[config.mk]
export PLATFORM = sky130hd
export DESIGN_NAME = gray_encoder_decoder
export DESIGN_NICKNAME = d
export VERILOG_FILES = /design/src/rtl/gray_encoder_decoder.sv
export SDC_FILE = /design/constraint.sdc
export NUM_CORES = 1
export LEC_CHECK = 0
export ABC_AREA = 0
export CAP_MARGIN = 20
export CORE_UTILIZATION = 48
export DETAILED_ROUTE_END_ITERATION = 7
export PLACE_DENSITY = 0.83
export SETUP_SLACK_MARGIN = 0.1
export SKIP_CTS_REPAIR_TIMING = 1
export SLEW_MARGIN = 5
export SYNTH_ARGS = -nofsm -noshare
export SYNTH_HDL_FRONTEND = slang
export SYNTH_SLANG_ARGS = --single-unit
[constraint.sdc]
create_clock -name clk -period 4.13 [get_ports clk]
set_input_delay 0.413 -clock clk [delete_from_list [all_inputs] [get_ports clk]]
set_output_delay 0.413 -clock clk [all_outputs]
set_load 0.01 [all_outputs]
[src/rtl/gray_encoder_decoder.sv]
// gray_encoder_decoder: registered binary/Gray codec with a self-checking round-trip path
module gray_encoder_decoder #(
   parameter int WIDTH = 6
) (
   input  logic             clk,
   input  logic             rst,
   input  logic             enc_valid_in,
   input  logic [WIDTH-1:0] in_binary,
   input  logic             dec_valid_in,
   input  logic [WIDTH-1:0] in_gray,
   output logic             gray_valid,
   output logic [WIDTH-1:0] out_gray,
   output logic             bin_valid,
   output logic [WIDTH-1:0] out_binary,
   output logic             rt_valid,
   output logic [WIDTH-1:0] rt_binary,
   output logic             rt_error
);
   logic [WIDTH-1:0] binDelayed;
   logic [WIDTH-1:0] rtNext;

   function automatic logic [WIDTH-1:0] toGray(input logic [WIDTH-1:0] b);
      return b ^ (b >> 1);
   endfunction

   function automatic logic [WIDTH-1:0] toBinary(input logic [WIDTH-1:0] g);
      logic [WIDTH-1:0] b;
      b[WIDTH-1] = g[WIDTH-1];
      for (int i = WIDTH - 2; i >= 0; i--) b[i] = b[i+1] ^ g[i];
      return b;
   endfunction

   always_comb rtNext = toBinary(out_gray);

   always_ff @(posedge clk) begin
      if (rst) begin
         gray_valid <= 1'b0;
         out_gray   <= '0;
         binDelayed <= '0;
         bin_valid  <= 1'b0;
         out_binary <= '0;
         rt_valid   <= 1'b0;
         rt_binary  <= '0;
         rt_error   <= 1'b0;
      end else begin
         gray_valid <= enc_valid_in;
         bin_valid  <= dec_valid_in;
         rt_valid   <= gray_valid;
         if (enc_valid_in) begin
            out_gray   <= toGray(in_binary);
            binDelayed <= in_binary;
         end
         if (dec_valid_in) out_binary <= toBinary(in_gray);
         if (gray_valid) begin
            rt_binary <= rtNext;
            rt_error  <= rtNext != binDelayed;
         end
      end
   end
endmodule

==> results.py, run 1 <==
metrics = {
    "status": {
        "status": "completed",
    },
    "clocking": {
        "cts.path.max_buffers": 2,
        "cts_made_buffers": 3,
        "root_buffer": "clkbuf_4",
        "cts.sinks": 27,
        "tritoncts": "built",
        "h-tree-depth": 1,
        "insertion_delay_ns": 0.31,
        "clkTransAtPathRegs_ns": 0.14,
    },
    "grt": {
        "grt_start_max_net_pins": 28,
        "grt_pass1_wl_mm": 3.401,
        "grt_pass1_vias": 756,
        "grt_overflow": 0,
        "antenna_found_initial": 0,
        "grtUsageTotal": 0.1696,
    },
    "setup_path": {
        "crit_family": "flip-flops",
        "critical_path_class": "flip-flop to primary output",
        "required_ns": 3.72,
        "path_cells": "clkdlybuf4s50_1",
        "cp.depth": 1,
        "critPathArrivalTime_ns": 1.59,
        "crit_buf_inv": 1,
        "r2r_cells": 5,
        "start_kind": "flip-flop",
        "endpoint_kind": "primary output",
        "max_stage_delay_ns": 0.64,
        "cp_slowest_cell": "dfxtp_1",
        "critPathMaxFanout": 12,
    },
    "detailed_routing": {
        "wl_met1_mm": 1.005,
        "wirelength_mm": 2.197,
        "met3_length_um": 55,
        "drt_iter0_markers": 9,
        "firstDrtPassIters": 4,
        "routedWlPerCell_um": 12.27,
        "dr_wl_met2_mm": 1.119,
        "antenna_left": 0,
        "top_layer_used": "met4",
        "via_per_inst": 4.994,
        "drc": 0,
        "vias": 894,
    },
    "sta": {
        "post-route-period-util": 0.4841,
        "fin_skew_ns": 0.003246,
        "tightest_slew_ns": 0.9225,
        "setup_slack_ns": 2.131,
        "rsz0062_at_grt": "false",
        "finalHoldViolations": 0,
        "finalMaxSlewViolations": 0,
        "tns_ns": 0,
        "finalCriticalPeriod_ns": 1.999,
        "fmax_mhz": 500.2,
        "relSlewSlack": 0.3831,
        "setup_viol": 0,
    },
    "synth": {
        "synth_cell_types": 20,
        "synth-seq-area-share": 0.4571,
        "synth-seq-cells": 27,
        "yosys_warnings": 0,
        "syn_area_per_cell_um2": 10.02,
        "synth_nets": 134,
        "netlist_area_um2": 1182,
        "synth_cells": 118,
    },
    "floorplan": {
        "die_x_um": 51.63,
        "start_util": 0.5195,
        "die_area_um2": 2666,
        "coreArea_um2": 2276,
        "ios": 38,
        "die_h_um": 51.63,
        "row_count": 17,
    },
    "run": {
        "max-cap-violations": 0,
    },
    "power_and_ir_drop": {
        "power.leakage_nw": 0.6011,
        "irDropWorstVdd_mv": 0.2273,
        "power_density_nw_per_um2": 357.0,
    },
    "finish": {
        "nNetsFinal": 168,
        "n_fill_cell": 190,
        "area_growth_pct": 32.38,
        "seqCellArea_um2": 540.5,
        "diodes": 0,
        "multi_input_area_um2": 593.1,
        "layout-drive-gt1-share": 0.05298,
    },
    "worst_hold_path": {
        "hold_depth": 2,
        "hold_path_class": "flip-flop to flip-flop",
    },
    "placed_design": {
        "place_congestion": 0.7164,
        "place_ws_ns": 2.123,
        "hpwl_mm": 1.584,
        "numPortBuffers": 37,
    },
}
## state kept, by name (all words and copies together) (netlist names)
signal,flops
out_gray,6
binDelayed,5
bin_valid,1
rt_valid,1
gray_valid,1
out_binary,6
rt_binary,6
rt_error,1
## stage by stage
step / util / cell area [um2] / power, mW / cells / hold slack, ns
2_1_floorplan: - / 1182 / 0.3931 / 118 / 0.4776
3_3_place_gp: 0.6762 / 1539 / 0.4476 / 175 / 0.4732
3_5_place_dp: 0.6762 / 1539 / 0.4522 / 175 / 0.4836
4_1_cts: 0.6877 / 1565 / 0.5633 / 179 / 0.5022
5_1_grt: 0.6877 / 1565 / 0.5862 / 179 / 0.5408
6_report: 0.6877 / 1565 / 0.5588 / 179 / 0.5031
## cell type report
| cell class | count | area share |
|---|---|---|
| clock buffers | 4 | 0.01679 |
| multi-input cells | 83 | 0.3789 |
| flip-flops and latches | 27 | 0.3453 |
| well taps | 28 | 0.02238 |
| repair buffers | 37 | 0.2366 |
## synth_stat cells
library cell | instances | area, um2
dfxtp_1 | 27 | 540.5
nor2_1 | 25 | 93.84
mux2i_1 | 15 | 150.1
xnor2_1 | 14 | 122.6
a211oi_1 | 9 | 67.56
nor2b_1 | 5 | 31.28
clkbuf_1 | 4 | 15.01
nand2_1 | 4 | 15.01
buf_6 | 2 | 22.52
xnor2_2 | 2 | 32.53
xor2_1 | 2 | 17.52
a211oi_2 | 1 | 12.51
a31oi_1 | 1 | 6.260
buf_1 | 1 | 3.750
buf_4 | 1 | 7.510
o21ai_0 | 1 | 5.000
o21bai_1 | 1 | 7.510
o2bb2ai_1 | 1 | 8.760
or2_2 | 1 | 6.260
xor2_2 | 1 | 16.27
## cells by family after synthesis
kind of cell | after synthesis | share of synthesized area
simple gates | 35 | 0.1238
flops | 27 | 0.4571
xor+xnor | 19 | 0.1598
mux | 15 | 0.1270
compound gates | 14 | 0.09100
buf+inv | 8 | 0.04126
## routing by layer
metal	GRT usage	up-vias
met5	0	-
met4	0.06757	0
met3	0.02632	2
met2	0.2727	15
met1	0.2260	418
li1	-	459
## worst register-to-register path: stages (launching register included)
cell and delay (ns):
dfxtp_1 0.39, xnor2_2 0.35, xnor2_2 0.19, xor2_2 0.18
xnor2_1 0.16, a211oi_2 0.23
## path summary, 6_finish.rpt
check	from	endpoint	slack, ns
setup / recovery	gray_valid	gray_valid	2.13
hold / removal	out_binary[0]	out_binary[0]	0.50
setup reg to reg	out_gray[5]	rt_binary[0]	2.53
hold reg to reg	out_binary[0]	out_binary[0]	0.50
## power breakdown
part	leakage (nW)	internal, mW	switching [mW]
Combinational	0.363	0.0851	0.0636
Sequential	0.223	0.281	0.0175
Clock	0.0150	0.0377	0.0742
Total	0.601	0.403	0.155
## cell usage in the layout (no fill, tap or decap)
cell,n
nand2_1,4
clkdlybuf4s50_1,37
o21bai_1,1
xor2_1,2
xnor2_2,2
dfxtp_1,27
clkbuf_1,1
xor2_2,1
a211oi_2,1
mux2i_1,15
o2bb2ai_1,1
o21ai_0,1
or2_2,1
nor2b_1,5
nor2_1,25
xnor2_1,14
a211oi_1,9
clkbuf_4,3
a31oi_1,1
Note: power is estimated with default switching activity, not from simulation.
==> run 2: changes to the inputs <==
--- a/config.mk
+++ b/config.mk
@@ -7,9 +7,9 @@
 export LEC_CHECK = 0
 export ABC_AREA = 0
 export CAP_MARGIN = 20
-export CORE_UTILIZATION = 48
+export CORE_UTILIZATION = 45
 export DETAILED_ROUTE_END_ITERATION = 7
-export PLACE_DENSITY = 0.83
+export PLACE_DENSITY = 0.78
 export SETUP_SLACK_MARGIN = 0.1
 export SKIP_CTS_REPAIR_TIMING = 1
 export SLEW_MARGIN = 5
==> constraint.sdc (replaced) <==
create_clock -name clk -period 2.08 [get_ports clk]
set_input_delay 0.208 -clock clk [delete_from_list [all_inputs] [get_ports clk]]
set_output_delay 0.208 -clock clk [all_outputs]
set_load 0.01 [all_outputs]
==> run 2 against run 1 <==
Net effect:
- flip-flop and latch count unchanged
- global-route usage decreased by 0.21 points
- register-to-register slack lost 2.0 ns
- largest cell class unchanged
- critical endpoint is now out_gray[1]
- count of clock-buffer cells in the layout unchanged
- utilization shrank 4.3 points
- critical path type unchanged
- via count decreased by 0.22%
- design area rose by 2.1%
- die area grew 6.4%
==> results.py, run 2 (synthesis results as in run 1) <==
metrics = {
    "status": {
        "status": "completed",
    },
    "detailed_routing": {
        "firstDrtPassIters": 4,
        "via_per_inst": 4.822,
        "antenna_left": 0,
        "vias": 892,
        "drc": 0,
        "drt_iter0_markers": 6,
        "routedWlPerCell_um": 11.65,
        "wirelength_mm": 2.155,
    },
    "floorplan": {
        "ios": 38,
        "die_area_um2": 2837,
        "row_count": 18,
        "coreArea_um2": 2477,
        "die_h_um": 53.26,
        "start_util": 0.4773,
        "die_x_um": 53.26,
    },
    "finish": {
        "layout-drive-gt1-share": 0.07742,
        "stdcell_area_um2": 1598,
        "area_growth_pct": 35.13,
        "layout_common_cells": "clkdlybuf4s50_1, dfxtp_1, nor2_1, mux2i_1, xnor2_1",
        "nNetsFinal": 172,
        "reg_top3": "out_binary (6), out_gray (6), rt_binary (6)",
        "final_common_cell": "clkdlybuf4s50_1",
        "diodes": 0,
    },
    "power_and_ir_drop": {
        "power_density_nw_per_um2": 690.4,
        "power_mw": 1.103,
        "power.leakage_nw": 0.6206,
        "irDropWorstVdd_mv": 0.6142,
    },
    "setup_path": {
        "critical_path_class": "flip-flop to primary output",
        "path_cells": "clkdlybuf4s50_1",
        "cp_slowest_cell": "clkdlybuf4s50_1",
        "critPathArrivalTime_ns": 1.41,
        "start_kind": "flip-flop",
        "max_stage_delay_ns": 0.60,
        "crit_family": "buffers and inverters",
        "critPathMaxFanout": 7,
        "endpoint_kind": "primary output",
        "required_ns": 1.87,
        "crit_buf_inv": 1,
    },
    "placed_design": {
        "numPortBuffers": 37,
        "hpwl_mm": 1.749,
        "dpl_cell_area_um2": 1572,
        "place_congestion": 0.7277,
    },
    "sta": {
        "post-route-period-util": 0.7759,
        "tns_ns": 0,
        "rsz0062_at_grt": "false",
        "fin_skew_ns": 0.006005,
        "setup_viol": 0,
        "finalMaxSlewViolations": 0,
        "finalCriticalPeriod_ns": 1.614,
        "tightest_slew_ns": 0.4009,
        "relSlewSlack": 0.7319,
        "fmax_mhz": 619.6,
        "finalHoldViolations": 0,
        "whs_ns": 0.5077,
    },
    "clocking": {
        "h-tree-depth": 1,
        "cts.sinks": 27,
        "clkTransAtPathRegs_ns": 0.13,
        "insertion_delay_ns": 0.31,
        "cts_made_buffers": 3,
        "cts.path.max_buffers": 2,
        "tritoncts": "built",
        "root_buffer": "clkbuf_4",
    },
    "worst_hold_path": {
        "hold_path_class": "flip-flop to flip-flop",
    },
    "grt": {
        "grt_pass1_wl_mm": 3.415,
        "grtUsageTotal": 0.1676,
        "grt_start_max_net_pins": 18,
        "grt_overflow": 0,
        "antenna_found_initial": 0,
        "grt_pass1_vias": 782,
    },
    "run": {
        "max-cap-violations": 0,
    },
}
## run 2: worst paths after layout
kind,startpoint,end,slack [ns],cells past startpoint
setup / recovery,out_gray[1],out_gray[1],0.47,1
setup reg to reg,out_gray[5],rt_binary[0],0.55,5
hold reg to reg,out_binary[2],out_binary[2],0.51,2
hold / removal,out_binary[2],out_binary[2],0.51,2
## run 2: through the flow
step	util	std cells	setup slack, ns
2_1_floorplan	-	118	0.6561
3_3_place_gp	0.6343	181	0.3688
3_5_place_dp	0.6343	181	0.2100
4_1_cts	0.6449	185	0.4381
5_1_grt	0.6449	185	0.3716
6_report	0.6449	185	0.4661
## run 2: area by class of cell
class / instances / area [um2]
Clock buffer: 4 / 26.28
Fill cell: 225 / 879.6
Multi-Input combinational cell: 83 / 593.1
Sequential cell: 27 / 540.5
Tap cell: 30 / 37.54
Timing Repair Buffer: 41 / 400.4
## run 2: routing by layer
metal,up-vias,GRT usage,wire length [um]
li1,472,-,-
met1,400,0.2077,960
met2,18,0.2854,1098
met3,2,0.05172,77
met4,0,0.02632,19
met5,-,0,0
## run 2: power by group
group          switching, mW  internal, mW  leakage [nW]
logic                  0.130         0.173         0.382
registers             0.0300         0.557         0.223
clock network          0.138        0.0749        0.0150
total                  0.298         0.805         0.621
==> run 3: changes to the inputs <==
==> constraint.sdc (replaced) <==
create_clock -name clk -period 1.5 [get_ports clk]
set_input_delay 0.15 -clock clk [delete_from_list [all_inputs] [get_ports clk]]
set_output_delay 0.15 -clock clk [all_outputs]
set_load 0.01 [all_outputs]
==> run 3 against run 2 <==
Net effect:
- sequential share of layout area down 1.9 points
- via count is 2.9% higher
- largest power group unchanged
- highest routed layer unchanged
- die area stayed put
- global-route usage shrank 0.16 points
- non-clock buffer count rose by 8
- combinational power rose by 59%
- flip-flop and latch count unchanged
- first-iteration DRC count grew 33%
==> results.py, run 3 (synthesis results as in run 1) <==
metrics = {
    "detailed_routing": {
        "firstDrtPassIters": 4,
        "antenna_left": 0,
        "drt_iter0_markers": 8,
        "drc": 0,
        "vias": 918,
        "wirelength_mm": 2.345,
        "routedWlPerCell_um": 12.15,
        "via_per_inst": 4.756,
    },
    "grt": {
        "grt_pass1_vias": 843,
        "grtUsageTotal": 0.1660,
        "antenna_found_initial": 0,
        "grt_start_max_net_pins": 18,
        "grt_overflow": 0,
        "grt_pass1_wl_mm": 3.519,
    },
    "status": {
        "status": "completed",
    },
    "finish": {
        "nNetsFinal": 180,
        "layout-drive-gt1-share": 0.1779,
        "stdcell_area_um2": 1742,
        "n_fill_cell": 182,
        "multi_input_area_um2": 620.6,
        "layout_common_cells": "nor2_1, clkdlybuf4s50_1, dfxtp_1, dlymetal6s2s_1, mux2i_1",
        "seqCellArea_um2": 555.5,
        "final_cells": 193,
        "finish.utilization": 0.7030,
        "reg_top3": "out_binary (6), out_gray (6), rt_binary (6)",
        "diodes": 0,
        "area_growth_pct": 47.30,
        "final_common_cell": "nor2_1",
    },
    "setup_path": {
        "critPathMaxFanout": 4,
        "path_cells": "xnor2_2 > xnor2_2 > buf_6 > mux2i_1 > o2bb2ai_1 > a31oi_1",
        "crit_family": "flip-flops",
        "crit_buf_inv": 1,
        "required_ns": 1.72,
        "cp_slowest_cell": "dfxtp_2",
        "r2r_cells": 6,
        "start_kind": "flip-flop",
        "reg2reg_to": "rt_error",
        "startpoint": "out_gray[4]",
        "worstReg2RegStart": "out_gray[4]",
        "critical_path_class": "flip-flop to flip-flop",
        "r2r_slack_ns": 0.09,
        "critPathArrivalTime_ns": 1.63,
        "cp.depth": 6,
        "crit_top_cell": "xnor2_2",
        "max_stage_delay_ns": 0.37,
        "endpoint_kind": "flip-flop",
    },
    "placed_design": {
        "place_congestion": 0.6912,
        "numPortBuffers": 37,
        "place_ws_ns": -0.1410,
        "dp_cells": 187,
        "dpl_cell_area_um2": 1618,
        "hpwl_mm": 1.768,
    },
    "sta": {
        "setup_slack_ns": 0.08785,
        "tightest_slew_ns": 0.3778,
        "finalHoldViolations": 0,
        "tns_ns": 0,
        "post-route-period-util": 0.9414,
        "relSlewSlack": 0.7473,
        "fin_skew_ns": 0.004167,
        "setup_viol": 0,
        "fmax_mhz": 708.1,
        "whs_ns": 0.4862,
        "rsz0062_at_grt": "true",
        "finalMaxSlewViolations": 0,
        "finalCriticalPeriod_ns": 1.412,
    },
    "power_and_ir_drop": {
        "power.leakage_nw": 0.8969,
        "internal_power_mw": 1.156,
        "switching_share": 0.2814,
        "power_mw": 1.608,
        "irDropWorstVdd_mv": 0.8097,
        "pwr-share-seq": 0.505,
        "p_sw_mw": 0.4526,
        "clockPowerShare": 0.195,
        "power_density_nw_per_um2": 923.5,
        "comb_power_share": 0.300,
    },
    "floorplan": {
        "ios": 38,
        "start_util": 0.4773,
        "die_x_um": 53.26,
        "die_area_um2": 2837,
        "row_count": 18,
        "die_h_um": 53.26,
        "coreArea_um2": 2477,
    },
    "worst_hold_path": {
        "hold_depth": 3,
        "hold-path-endpoint": "out_binary[0]",
        "hold_path_class": "input pin to flip-flop",
        "hold_start": "in_gray[0]",
    },
    "run": {
        "max-cap-violations": 0,
    },
    "clocking": {
        "h-tree-depth": 1,
        "cts.sinks": 27,
        "cts_made_buffers": 3,
        "cts.path.max_buffers": 2,
        "tritoncts": "built",
        "root_buffer": "clkbuf_4",
        "clkTransAtPathRegs_ns": 0.14,
        "insertion_delay_ns": 0.32,
    },
}
[run 3: layout make-up]
cell class              count  area share
flip-flops and latches     27      0.3190
multi-input cells          83      0.3563
well taps                  30     0.02155
clock buffers               4     0.01509
repair buffers             49      0.2881
[run 3: worst max path at each step]
stage / to
2_1_floorplan: rt_binary[0]
3_3_place_gp: out_binary[0]
3_5_place_dp: out_binary[0]
4_1_cts: out_gray[1]
5_1_grt: rt_error
6_report: rt_error
[run 3: worst reg2reg max path: stages, from the launching register on]
cell       delay (ns)
dfxtp_2          0.37
xnor2_2          0.22
xnor2_2          0.15
buf_6            0.15
mux2i_1          0.20
o2bb2ai_1        0.14
a31oi_1          0.09
[run 3: per-layer routing]
metal	vias up	global-route usage	routed length [um]
met5	-	0	0
met4	0	0.05702	50
met3	6	0.01724	57
met2	18	0.2792	1132
met1	409	0.2172	1105
li1	485	-	-
[run 3: power groups by stage]
stage               sequential [mW]  clock [mW]  combinational, mW
floorplan                     0.847           0              0.236
global placement              0.825           0              0.435
detailed placement            0.827           0              0.447
CTS                           0.812       0.318              0.449
global route                  0.819       0.342              0.521
finish                        0.812       0.314              0.482
